==> config.mk <==
export PLATFORM = sky130hd
export DESIGN_NAME = instr_fetch_sequencer_flat
export DESIGN_NICKNAME = d
export VERILOG_FILES = /design/src/rtl/instr_fetch_sequencer_pkg.sv /design/src/rtl/instr_fetch_sequencer_if.sv /design/src/rtl/instr_fetch_sequencer_adder.sv /design/src/rtl/instr_fetch_sequencer.sv /design/src/flat_wrapper.sv
export SDC_FILE = /design/constraint.sdc
export NUM_CORES = 1
export LEC_CHECK = 0
export ABC_CLOCK_PERIOD_IN_PS = 7400
export BUFFER_PORTS_ARGS = -buffer_cell sky130_fd_sc_hd__buf_2
export CAP_MARGIN = 20
export CORE_UTILIZATION = 50
export DETAILED_ROUTE_END_ITERATION = 6
export GPL_TIMING_DRIVEN = 0
export PLACE_DENSITY = 0.78
export SLEW_MARGIN = 20
export SYNTH_ARGS = -nofsm -noshare
export SYNTH_HDL_FRONTEND = slang
export SYNTH_SLANG_ARGS = --single-unit
==> constraint.sdc <==
create_clock -name clk -period 7.4 [get_ports clk]
set_input_delay 0.37 -clock clk [delete_from_list [all_inputs] [get_ports clk]]
set_output_delay 0.37 -clock clk [all_outputs]
set_load 0.005 [all_outputs]
==> src/rtl/instr_fetch_sequencer_pkg.sv <==
// rtl/instr_fetch_sequencer_pkg.sv - shared state encoding and byte-lane constants for the fetch sequencer
package instr_fetch_pkg;

   typedef enum logic [2:0] {
      ST_RD0   = 3'd0,
      ST_RD1   = 3'd1,
      ST_RD2   = 3'd2,
      ST_LAST  = 3'd3,
      ST_HOLD  = 3'd4,
      ST_FAULT = 3'd5
   } state_e;

   localparam int INSTR_BYTES = 3;
   localparam int LANE_BITS   = 8;
   localparam int INSTR_W     = INSTR_BYTES * LANE_BITS;

   // Big-endian lanes: the byte at PC lands in the top lane.
   localparam int HI_MSB  = 23;
   localparam int HI_LSB  = 16;
   localparam int MID_MSB = 15;
   localparam int MID_LSB = 8;
   localparam int LO_MSB  = 7;
   localparam int LO_LSB  = 0;

endpackage

==> src/rtl/instr_fetch_sequencer_if.sv <==
// rtl/instr_fetch_sequencer_if.sv - decode, loader and memory-port signals of the fetch sequencer
interface instr_fetch_sequencer_if #(
   parameter int ADDR_W = 24,
   parameter int BYTE_W = 8
);
   import instr_fetch_pkg::*;

   logic                          redirect;
   logic [ADDR_W-1:0]             start_pc;
   logic                          instr_valid;
   logic                          instr_ready;
   logic [INSTR_BYTES*BYTE_W-1:0] instruction;
   logic [ADDR_W-1:0]             instr_pc;
   logic                          load_valid;
   logic                          load_ready;
   logic [ADDR_W-1:0]             load_addr;
   logic [BYTE_W-1:0]             load_data;
   logic                          mem_en;
   logic                          mem_we;
   logic [ADDR_W-1:0]             mem_addr;
   logic [BYTE_W-1:0]             mem_wdata;
   logic [BYTE_W-1:0]             mem_rdata;
   logic                          fault;

   modport slave (
      input  redirect, start_pc, instr_ready, load_valid, load_addr, load_data, mem_rdata,
      output instr_valid, instruction, instr_pc, load_ready, mem_en, mem_we, mem_addr,
             mem_wdata, fault
   );

   modport master (
      output redirect, start_pc, instr_ready, load_valid, load_addr, load_data, mem_rdata,
      input  instr_valid, instruction, instr_pc, load_ready, mem_en, mem_we, mem_addr,
             mem_wdata, fault
   );

endinterface

==> src/rtl/instr_fetch_sequencer_adder.sv <==
// rtl/instr_fetch_sequencer_adder.sv - ripple-carry adder used for the PC+1/+2/+3 offsets
module ripple_carry_adder #(
   parameter int W = 24
) (
   input  logic [W-1:0] a,
   input  logic [W-1:0] b,
   input  logic         cin,
   output logic [W-1:0] sum,
   output logic         cout
);

   always_comb begin
      logic c;
      c   = cin;
      sum = '0;
      for (int i = 0; i < W; i++) begin
         sum[i] = a[i] ^ b[i] ^ c;
         c      = (a[i] & b[i]) | (c & (a[i] ^ b[i]));
      end
      cout = c;
   end

endmodule

==> src/rtl/instr_fetch_sequencer.sv <==
// rtl/instr_fetch_sequencer.sv - assembles 3-byte instructions from a byte memory and shares the port with a loader
module instr_fetch_sequencer
   import instr_fetch_pkg::*;
#(
   parameter int ADDR_W    = 24,
   parameter int MEM_DEPTH = 128,
   parameter int BYTE_W    = 8
) (
   input logic                     clk,
   input logic                     rst,
   instr_fetch_sequencer_if.slave  bus
);

   localparam logic [ADDR_W-1:0] LAST_FETCH_PC = ADDR_W'(MEM_DEPTH - INSTR_BYTES);
   localparam logic [ADDR_W-1:0] MEM_LIMIT     = ADDR_W'(MEM_DEPTH);

   state_e               state_q, state_d;
   logic [ADDR_W-1:0]    fetch_pc_q, fetch_pc_d;
   logic [ADDR_W-1:0]    instr_pc_q, instr_pc_d;
   logic [INSTR_W-1:0]   instr_q, instr_d;
   logic [INSTR_W-1:0]   asm_q, asm_d;
   logic                 instr_valid_q, instr_valid_d;
   logic                 fault_q, fault_d;

   logic [ADDR_W-1:0]    pc_p1, pc_p2, pc_p3;
   logic [2:0]           carry_unused;
   logic                 handshake;
   logic                 load_ready_c;
   logic                 load_grant;
   logic                 mem_en_c;
   logic                 mem_we_c;
   logic [ADDR_W-1:0]    mem_addr_c;
   logic [BYTE_W-1:0]    mem_wdata_c;

   ripple_carry_adder #(.W(ADDR_W)) u_add1 (
      .a(fetch_pc_q), .b(ADDR_W'(1)), .cin(1'b0), .sum(pc_p1), .cout(carry_unused[0])
   );
   ripple_carry_adder #(.W(ADDR_W)) u_add2 (
      .a(fetch_pc_q), .b(ADDR_W'(2)), .cin(1'b0), .sum(pc_p2), .cout(carry_unused[1])
   );
   ripple_carry_adder #(.W(ADDR_W)) u_add3 (
      .a(fetch_pc_q), .b(ADDR_W'(3)), .cin(1'b0), .sum(pc_p3), .cout(carry_unused[2])
   );

   always_ff @(posedge clk or posedge rst) begin
      if (rst) begin
         state_q       <= ST_RD0;
         fetch_pc_q    <= '0;
         instr_pc_q    <= '0;
         instr_q       <= '0;
         asm_q         <= '0;
         instr_valid_q <= 1'b0;
         fault_q       <= 1'b0;
      end else begin
         state_q       <= state_d;
         fetch_pc_q    <= fetch_pc_d;
         instr_pc_q    <= instr_pc_d;
         instr_q       <= instr_d;
         asm_q         <= asm_d;
         instr_valid_q <= instr_valid_d;
         fault_q       <= fault_d;
      end
   end

   always_comb begin
      state_d       = state_q;
      fetch_pc_d    = fetch_pc_q;
      instr_pc_d    = instr_pc_q;
      instr_d       = instr_q;
      asm_d         = asm_q;
      instr_valid_d = instr_valid_q;
      fault_d       = fault_q;
      mem_en_c      = 1'b0;
      mem_we_c      = 1'b0;
      mem_addr_c    = fetch_pc_q;
      mem_wdata_c   = bus.load_data;

      handshake    = instr_valid_q & bus.instr_ready;
      // Loader only gets the port between instructions so a fetch is never split.
      load_ready_c = !bus.redirect && (state_q inside {ST_RD0, ST_HOLD, ST_FAULT});
      load_grant   = load_ready_c & bus.load_valid;

      if (load_grant && (bus.load_addr < MEM_LIMIT)) begin
         mem_en_c   = 1'b1;
         mem_we_c   = 1'b1;
         mem_addr_c = bus.load_addr;
      end

      if (bus.redirect) begin
         state_d       = ST_RD0;
         fetch_pc_d    = bus.start_pc;
         instr_valid_d = 1'b0;
         fault_d       = 1'b0;
      end else begin
         case (state_q)
            ST_RD0: begin
               if (!load_grant) begin
                  if (fetch_pc_q > LAST_FETCH_PC) begin
                     state_d = ST_FAULT;
                     fault_d = 1'b1;
                  end else begin
                     mem_en_c   = 1'b1;
                     mem_addr_c = fetch_pc_q;
                     state_d    = ST_RD1;
                  end
               end
            end
            ST_RD1: begin
               asm_d[HI_MSB:HI_LSB] = bus.mem_rdata;
               mem_en_c             = 1'b1;
               mem_addr_c           = pc_p1;
               state_d              = ST_RD2;
            end
            ST_RD2: begin
               asm_d[MID_MSB:MID_LSB] = bus.mem_rdata;
               mem_en_c               = 1'b1;
               mem_addr_c             = pc_p2;
               state_d                = ST_LAST;
            end
            ST_LAST: begin
               asm_d[LO_MSB:LO_LSB] = bus.mem_rdata;
               instr_d              = asm_d;
               instr_pc_d           = fetch_pc_q;
               instr_valid_d        = 1'b1;
               state_d              = ST_HOLD;
            end
            ST_HOLD: begin
               if (handshake) begin
                  fetch_pc_d    = pc_p3;
                  instr_valid_d = 1'b0;
                  state_d       = ST_RD0;
               end
            end
            ST_FAULT: begin
               fault_d = 1'b1;
            end
            default: begin
               state_d = ST_RD0;
            end
         endcase
      end
   end

   assign bus.load_ready  = load_ready_c & ~rst;
   assign bus.mem_en      = mem_en_c & ~rst;
   assign bus.mem_we      = mem_we_c & ~rst;
   assign bus.mem_addr    = mem_addr_c;
   assign bus.mem_wdata   = mem_wdata_c;
   assign bus.instr_valid = instr_valid_q;
   assign bus.instruction = instr_q;
   assign bus.instr_pc    = instr_pc_q;
   assign bus.fault       = fault_q;

endmodule

==> src/flat_wrapper.sv <==
// flat-port wrapper written by rule: the top's interface ports become plain ports
module instr_fetch_sequencer_flat import instr_fetch_pkg::*;
#(
   parameter int ADDR_W    = 24,
   parameter int MEM_DEPTH = 128,
   parameter int BYTE_W    = 8
)
  (clk, rst, bus_redirect, bus_start_pc, bus_instr_ready, bus_load_valid, bus_load_addr, bus_load_data, bus_mem_rdata, bus_instr_valid, bus_instruction, bus_instr_pc, bus_load_ready, bus_mem_en, bus_mem_we, bus_mem_addr, bus_mem_wdata, bus_fault);
  instr_fetch_sequencer_if #(.ADDR_W(ADDR_W), .BYTE_W(BYTE_W)) bus_i ();
  input logic clk;
  input logic rst;
  input wire logic [$bits(bus_i.redirect)-1:0] bus_redirect;
  input wire logic [$bits(bus_i.start_pc)-1:0] bus_start_pc;
  input wire logic [$bits(bus_i.instr_ready)-1:0] bus_instr_ready;
  input wire logic [$bits(bus_i.load_valid)-1:0] bus_load_valid;
  input wire logic [$bits(bus_i.load_addr)-1:0] bus_load_addr;
  input wire logic [$bits(bus_i.load_data)-1:0] bus_load_data;
  input wire logic [$bits(bus_i.mem_rdata)-1:0] bus_mem_rdata;
  output wire logic [$bits(bus_i.instr_valid)-1:0] bus_instr_valid;
  output wire logic [$bits(bus_i.instruction)-1:0] bus_instruction;
  output wire logic [$bits(bus_i.instr_pc)-1:0] bus_instr_pc;
  output wire logic [$bits(bus_i.load_ready)-1:0] bus_load_ready;
  output wire logic [$bits(bus_i.mem_en)-1:0] bus_mem_en;
  output wire logic [$bits(bus_i.mem_we)-1:0] bus_mem_we;
  output wire logic [$bits(bus_i.mem_addr)-1:0] bus_mem_addr;
  output wire logic [$bits(bus_i.mem_wdata)-1:0] bus_mem_wdata;
  output wire logic [$bits(bus_i.fault)-1:0] bus_fault;
  assign bus_i.redirect = bus_redirect;
  assign bus_i.start_pc = bus_start_pc;
  assign bus_i.instr_ready = bus_instr_ready;
  assign bus_i.load_valid = bus_load_valid;
  assign bus_i.load_addr = bus_load_addr;
  assign bus_i.load_data = bus_load_data;
  assign bus_i.mem_rdata = bus_mem_rdata;
  assign bus_instr_valid = bus_i.instr_valid;
  assign bus_instruction = bus_i.instruction;
  assign bus_instr_pc = bus_i.instr_pc;
  assign bus_load_ready = bus_i.load_ready;
  assign bus_mem_en = bus_i.mem_en;
  assign bus_mem_we = bus_i.mem_we;
  assign bus_mem_addr = bus_i.mem_addr;
  assign bus_mem_wdata = bus_i.mem_wdata;
  assign bus_fault = bus_i.fault;
  instr_fetch_sequencer #(.ADDR_W(ADDR_W), .MEM_DEPTH(MEM_DEPTH), .BYTE_W(BYTE_W)) u_core (.clk(clk), .rst(rst), .bus(bus_i));
endmodule
After elaboration in Yosys (flattened, before gate mapping)
Index checks and enable logic that the tools add are counted.
Widths: inputs -> output; s select.
{"block": "totals", "elab_cells": 204, "out_inout_bits": 85, "ff_bits": 93, "input_bits": 69}
{"block": "classes", "n_lt_le_gt_ge": 2, "n_eq_ne": 9, "mux": 25, "n_bitwise": 143, "n_reduce_logical": 17}
{"cell": "$mux 24", "n": 7}
{"cell": "$pmux 24 s3", "n": 1}
{"cell": "$and 1x1->1", "n": 70}
{"cell": "$xor 1x1->1", "n": 68}
{"cell": "$gt 24x7->1 const B", "n": 1}
{"cell": "$lt 24x8->1 const B", "n": 1}
{"cell": "$pmux 3 s6", "n": 1}
{"cell": "$mux 3", "n": 4}
{"cell": "$reduce_and 2->1", "n": 5}
{"cell": "$mux 1", "n": 9}
{"cell": "$reduce_bool 3->1", "n": 3}
{"cell": "$eq 3x2->1 const B", "n": 2}
{"cell": "$eq 3x3->1 const B", "n": 2}
{"cell": "$ne 3x3->1 const B", "n": 2}
{"cell": "$pmux 1 s2", "n": 3}
{"cell": "$reduce_and 3->1", "n": 2}
{"cell": "$not 1->1", "n": 4}
{"cell": "$reduce_bool 2->1", "n": 2}
{"cell": "$eq 3x1->1 const B", "n": 1}
{"cell": "$logic_not 3->1", "n": 1}
{"cell": "$ne 3x2->1 const B", "n": 1}
{"cell": "$logic_and 1x1->1", "n": 2}
{"cell": "$ne 2x2->1 const B", "n": 1}
{"cell": "$reduce_or 2->1", "n": 1}
{"cell": "2 further kinds", "n": 2}

Longest topological paths before layout
{"block": "depth", "word_depth": 28, "ltp_mapped": 30, "ltp_nobuf": 28}

Modules after synthesis
A second synthesis with hierarchy kept.
{"block": "hier_totals", "hier_cells": 501, "area_unflattened_um2": 6153.4}
{"module": "instr_fetch_sequencer", "instances": 1, "cells_per_inst": 399, "area_each_um2": 4599.4, "seq_area_each_um2": 2327.2}
{"module": "ripple_carry_adder", "instances": 3, "cells_per_inst": 34, "area_each_um2": 518.0, "seq_area_each_um2": 0.0}

Worst setup path before layout
Ideal clock, no wire load.
{"block": "synth_timing", "path_kind": "reg2out", "from": "register u_core.state_q[1]", "to": "output port bus_mem_addr[23]", "arrival_time_ns": 5.186, "slack_ns": 1.844, "path_buffers": 2, "t_required_ns": 7.030, "path_stages_with_launch": 30, "path_cell_list": "dfrtp_1 -> clkbuf_1 -> clkbuf_1 -> nand2_1 -> nand2_1 -> o21ai_0 -> ha_1 -> ha_1 -> ha_1 -> ha_1 -> ha_1 -> ha_1 -> ha_1 -> ha_1 -> ha_1 -> ha_1 -> ha_1 -> ha_1 -> ha_1 -> ha_1 -> ha_1 -> ha_1 -> ha_1 -> ha_1 -> ha_1 -> ha_1 -> ha_1 -> xor2_1 -> and2_1 -> a31o_2"}
{"block": "synth_via", "elab_chain_cells": 10, "elab_cells_between_ends": 14, "cone_classes": "eq/ne: 4; mux: 5; bitwise: 1; reduce/logical: 4"}
{"element": "start: declaration", "line_no": "instr_fetch_sequencer.sv:17", "rtl": "state_e state_q, state_d;"}
{"element": "start signal: assignment", "line_no": "instr_fetch_sequencer.sv:55", "rtl": "state_q <= state_d;"}
{"element": "$eq 3x3->1 / $logic_not 3->1 (equally long branches)", "line_no": "instr_fetch_sequencer.sv:80, instr_fetch_sequencer.sv:95"}
{"element": "$reduce_bool 3->1", "line_no": "instr_fetch_sequencer.sv:80", "rtl": "load_ready_c = !bus.redirect && (state_q inside {ST_RD0, ST_HOLD, ST_FAULT});"}
{"element": "$logic_and 1x1->1", "line_no": "instr_fetch_sequencer.sv:80"}
{"element": "$and 1x1->1", "line_no": "instr_fetch_sequencer.sv:81", "rtl": "load_grant = load_ready_c & bus.load_valid;"}
{"element": "$logic_and 1x1->1", "line_no": "instr_fetch_sequencer.sv:83", "rtl": "if (load_grant && (bus.load_addr < MEM_LIMIT)) begin"}
{"element": "$mux 24", "line_no": "instr_fetch_sequencer.sv:83"}
{"element": "$mux 24", "line_no": "instr_fetch_sequencer.sv:98", "rtl": "if (fetch_pc_q > LAST_FETCH_PC) begin"}
{"element": "$mux 24", "line_no": "instr_fetch_sequencer.sv:97", "rtl": "if (!load_grant) begin"}
{"element": "$pmux 24 s3", "line_no": "instr_fetch_sequencer.sv:95", "rtl": "case (state_q)"}
{"element": "$mux 24 (*)", "line_no": "instr_fetch_sequencer.sv:89", "rtl": "if (bus.redirect) begin"}
{"element": "end: declaration", "line_no": "flat_wrapper.sv:25", "rtl": "output wire logic [$bits(bus_i.mem_addr)-1:0] bus_mem_addr;"}
Every way passes the cells marked *; elsewhere a longest branch is shown, timed or not.

Worst setup path in the final report
Ends and elaborated chain as after synthesis.

==> impl_metrics.ini <==
[critical_path]
crit_arrival_ps = 6340
r2r_slack_ps = 1950
crit_path_end_kind = output port
cpMaxStageDelayCell = dfrtp_1
crit_fanout = 10
cp_data_required_time_ps = 7030
startpoint_type = flip-flop
reg2reg_to = u_core.fetch_pc_q[23]
worstReg2RegStart = u_core.fetch_pc_q[0]
slowest_delay_ps = 410
reg2reg_depth = 28
crit_top_cell = ha_1
crit_type = reg2out

[final_layout]
area_growth_pct = 22.2
post_layout_nonfiller_instances = 717
nets = 693
postLayoutCellArea_um2 = 6090
diodes = 0
drive_above_1_share = 0.421
layout_common_cells = buf_2, dfrtp_1, mux2_2, ha_1, nand2_1
final_common_cell = buf_2

[synth]
synth-edff-count = 0
synthMuxAreaShare = 0.203
netlist_area_um2 = 4990
ys.flop_type = dfrtp_1
synth_cells = 422
yosys.area_share.simple = 0.0815
syn_nets = 536
yosys.area_share.adder = 0.113
synth_top_family_by_area = multiplexers
syn_area_per_cell_um2 = 11.8
synth.distinct_cells = 45
synth_compound_area_frac = 0.0938
async_flop_share = 1.00
ys_seq_area_frac = 0.467
yosysWarnings = 0
yosys.area_share.xor_xnor = 0.00527
ys_seq_elements = 93

[floorplanning]
start_util = 0.513
die_x_um = 102
core_um2 = 9730
rows = 36
io_pins = 154
die-area_um2 = 10400
fp.dieH_um = 102

[sta]
hold_violations = 0
tightest_slew_ps = 972
final.period_utilization = 0.907
period_minus_slack_ps = 6710
slew_headroom = 0.351
fmax_mhz = 149
slew_violations = 0
hold_ws_ps = 43.7
setup-violations-final = 0
finClkSkew_ps = 8.25
tns_ps = 0
rsz0062_at_grt = no

[route]
drt_iter0_markers = 208
wirelength_mm = 11.8
drc = 0
routed_via_density = 5.41
detail_route.first_pass.iterations = 4
avgRoutedWirePerCell_um = 16.5
postRouteAntennaNets = 0
num_vias = 3877

[placed_design]
port_buffers = 145
dpl_cell_area_um2 = 5910
place_hpwl_mm = 8.82
dp_cells = 701
place_congestion = 0.864

[clock_network]
cts_resized = 0
clk_pin_slew_worst_paths_ps = 90
insertion_delay_ps = 360
htreeDepth = 3
post-cts-setup-buffers = 0
hold_buffers = 0
cts_tree = yes
clock_path_buffers = 2
clock-sinks = 93
cts_made_buffers = 9
cts_root_buf = clkbuf_8

[power]
powerDensity_nw_per_um2 = 231
peakVddDrop_mv = 0.146
leakage_nw = 3.31

[global_routing]
grt_max_degree = 54
grt_use_total = 0.231
grt_pass1_vias = 3714
antenna_found_initial = 1
overflow = 0
grt_pass1_wl_mm = 18.2

[worst_hold_path]
hold_path_class = in2async

[run]
drv_cap = 0

[status]
status = completed
==> state kept, by name, indices dropped and copies added (netlist names) <==
register                flops
u_core.fetch_pc_q          24
u_core.bus.fault            1
u_core.state_q              3
u_core.bus.instr_pc        24
u_core.asm_q               16
u_core.bus.instruction     24
u_core.bus.instr_valid      1
==> worst max path at each step <==
stage / from / to / slack [ps] / depth (start not counted)
5_1_grt: u_core.state_q[1] / bus_mem_addr[23] / 390 / 30
3_3_place_gp: u_core.state_q[1] / bus_mem_addr[23] / 1260 / 30
6_report: u_core.state_q[1] / bus_mem_addr[23] / 690 / 30
4_1_cts: u_core.state_q[1] / bus_mem_addr[23] / 740 / 30
3_5_place_dp: u_core.state_q[1] / bus_mem_addr[23] / 1220 / 30
2_1_floorplan: u_core.state_q[1] / bus_mem_addr[23] / 1840 / 29
==> cells by family (layout without fill, tap and decap cells) <==
| family | count (synthesis) | after routing |
|---|---|---|
| buffers and inverters | 37 | 199 |
| DFF | 93 | 93 |
| xor gates and xnor gates | 3 | 3 |
| adders and majority gates | 45 | 45 |
| muxes | 93 | 93 |
| AOI/OAI and AO/OA | 71 | 71 |
| and+or+nand+nor | 80 | 80 |
==> area by class of cell <==
cell class | count | area [µm²]
buffer | 31 | 164
multi-input combinational | 292 | 2470
timing repair buffer | 146 | 753
clock buffer | 9 | 124
sequential | 93 | 2330
inverter | 6 | 27.5
clock inverter | 7 | 57.6
fill | 833 | 3630
tap | 133 | 166
==> routing by layer <==
layer / up-vias / wire length, µm / GRT usage
met5: - / 13 / 0
met4: 2 / 172 / 0.0780
met3: 14 / 650 / 0.0492
met2: 124 / 5770 / 0.380
met1: 1892 / 5210 / 0.306
li1: 1845 / - / -
==> through the flow <==
stage          power (mW)   util  setup slack, ps
5_1_grt              1.50  0.626              387
3_3_place_gp         1.08  0.604             1260
4_1_cts              1.43  0.626              736
2_1_floorplan       0.930      -             1840
6_report             1.41  0.626              690
3_5_place_dp         1.11  0.608             1220
==> synthesized netlist by cell type, types with 2 or more instances <==
library cell | instances | area [µm²]
dfrtp_1 | 93 | 2330
mux2_2 | 64 | 721
ha_1 | 45 | 563
nand2_1 | 39 | 146
mux2i_1 | 29 | 290
o21ai_0 | 28 | 140
clkbuf_1 | 17 | 63.8
a22o_1 | 15 | 131
nor2_1 | 11 | 41.3
buf_4 | 8 | 60.1
a21oi_1 | 7 | 35.0
nor4_1 | 7 | 43.8
inv_1 | 6 | 22.5
o21ai_1 | 6 | 30.0
nand2b_1 | 5 | 31.3
nand3_1 | 3 | 15.0
a2111oi_0 | 2 | 17.5
a211oi_1 | 2 | 15.0
a2bb2oi_1 | 2 | 17.5
and2_1 | 2 | 12.5
buf_1 | 2 | 7.51
buf_2 | 2 | 10.0
buf_6 | 2 | 22.5
o31ai_1 | 2 | 15.0
or2_2 | 2 | 12.5
xnor2_1 | 2 | 17.5
==> report_power, final <==
group | leakage, nW | switching [mW] | total [mW] | internal [mW]
sequential | 1.20 | 0.0781 | 0.713 | 0.635
clock | 0.0881 | 0.191 | 0.318 | 0.127
combinational | 2.02 | 0.165 | 0.379 | 0.214
==> critical path, delay by kind of cell (launching register included) <==
kind            cells  cell delay (ps)
fa+ha+maj          21             3870
buf+inv             3              860
flops               1              410
simple gates        3              360
compound gates      2              290
xor+xnor            1              140
Note: power is estimated with default switching activity, not from simulation.
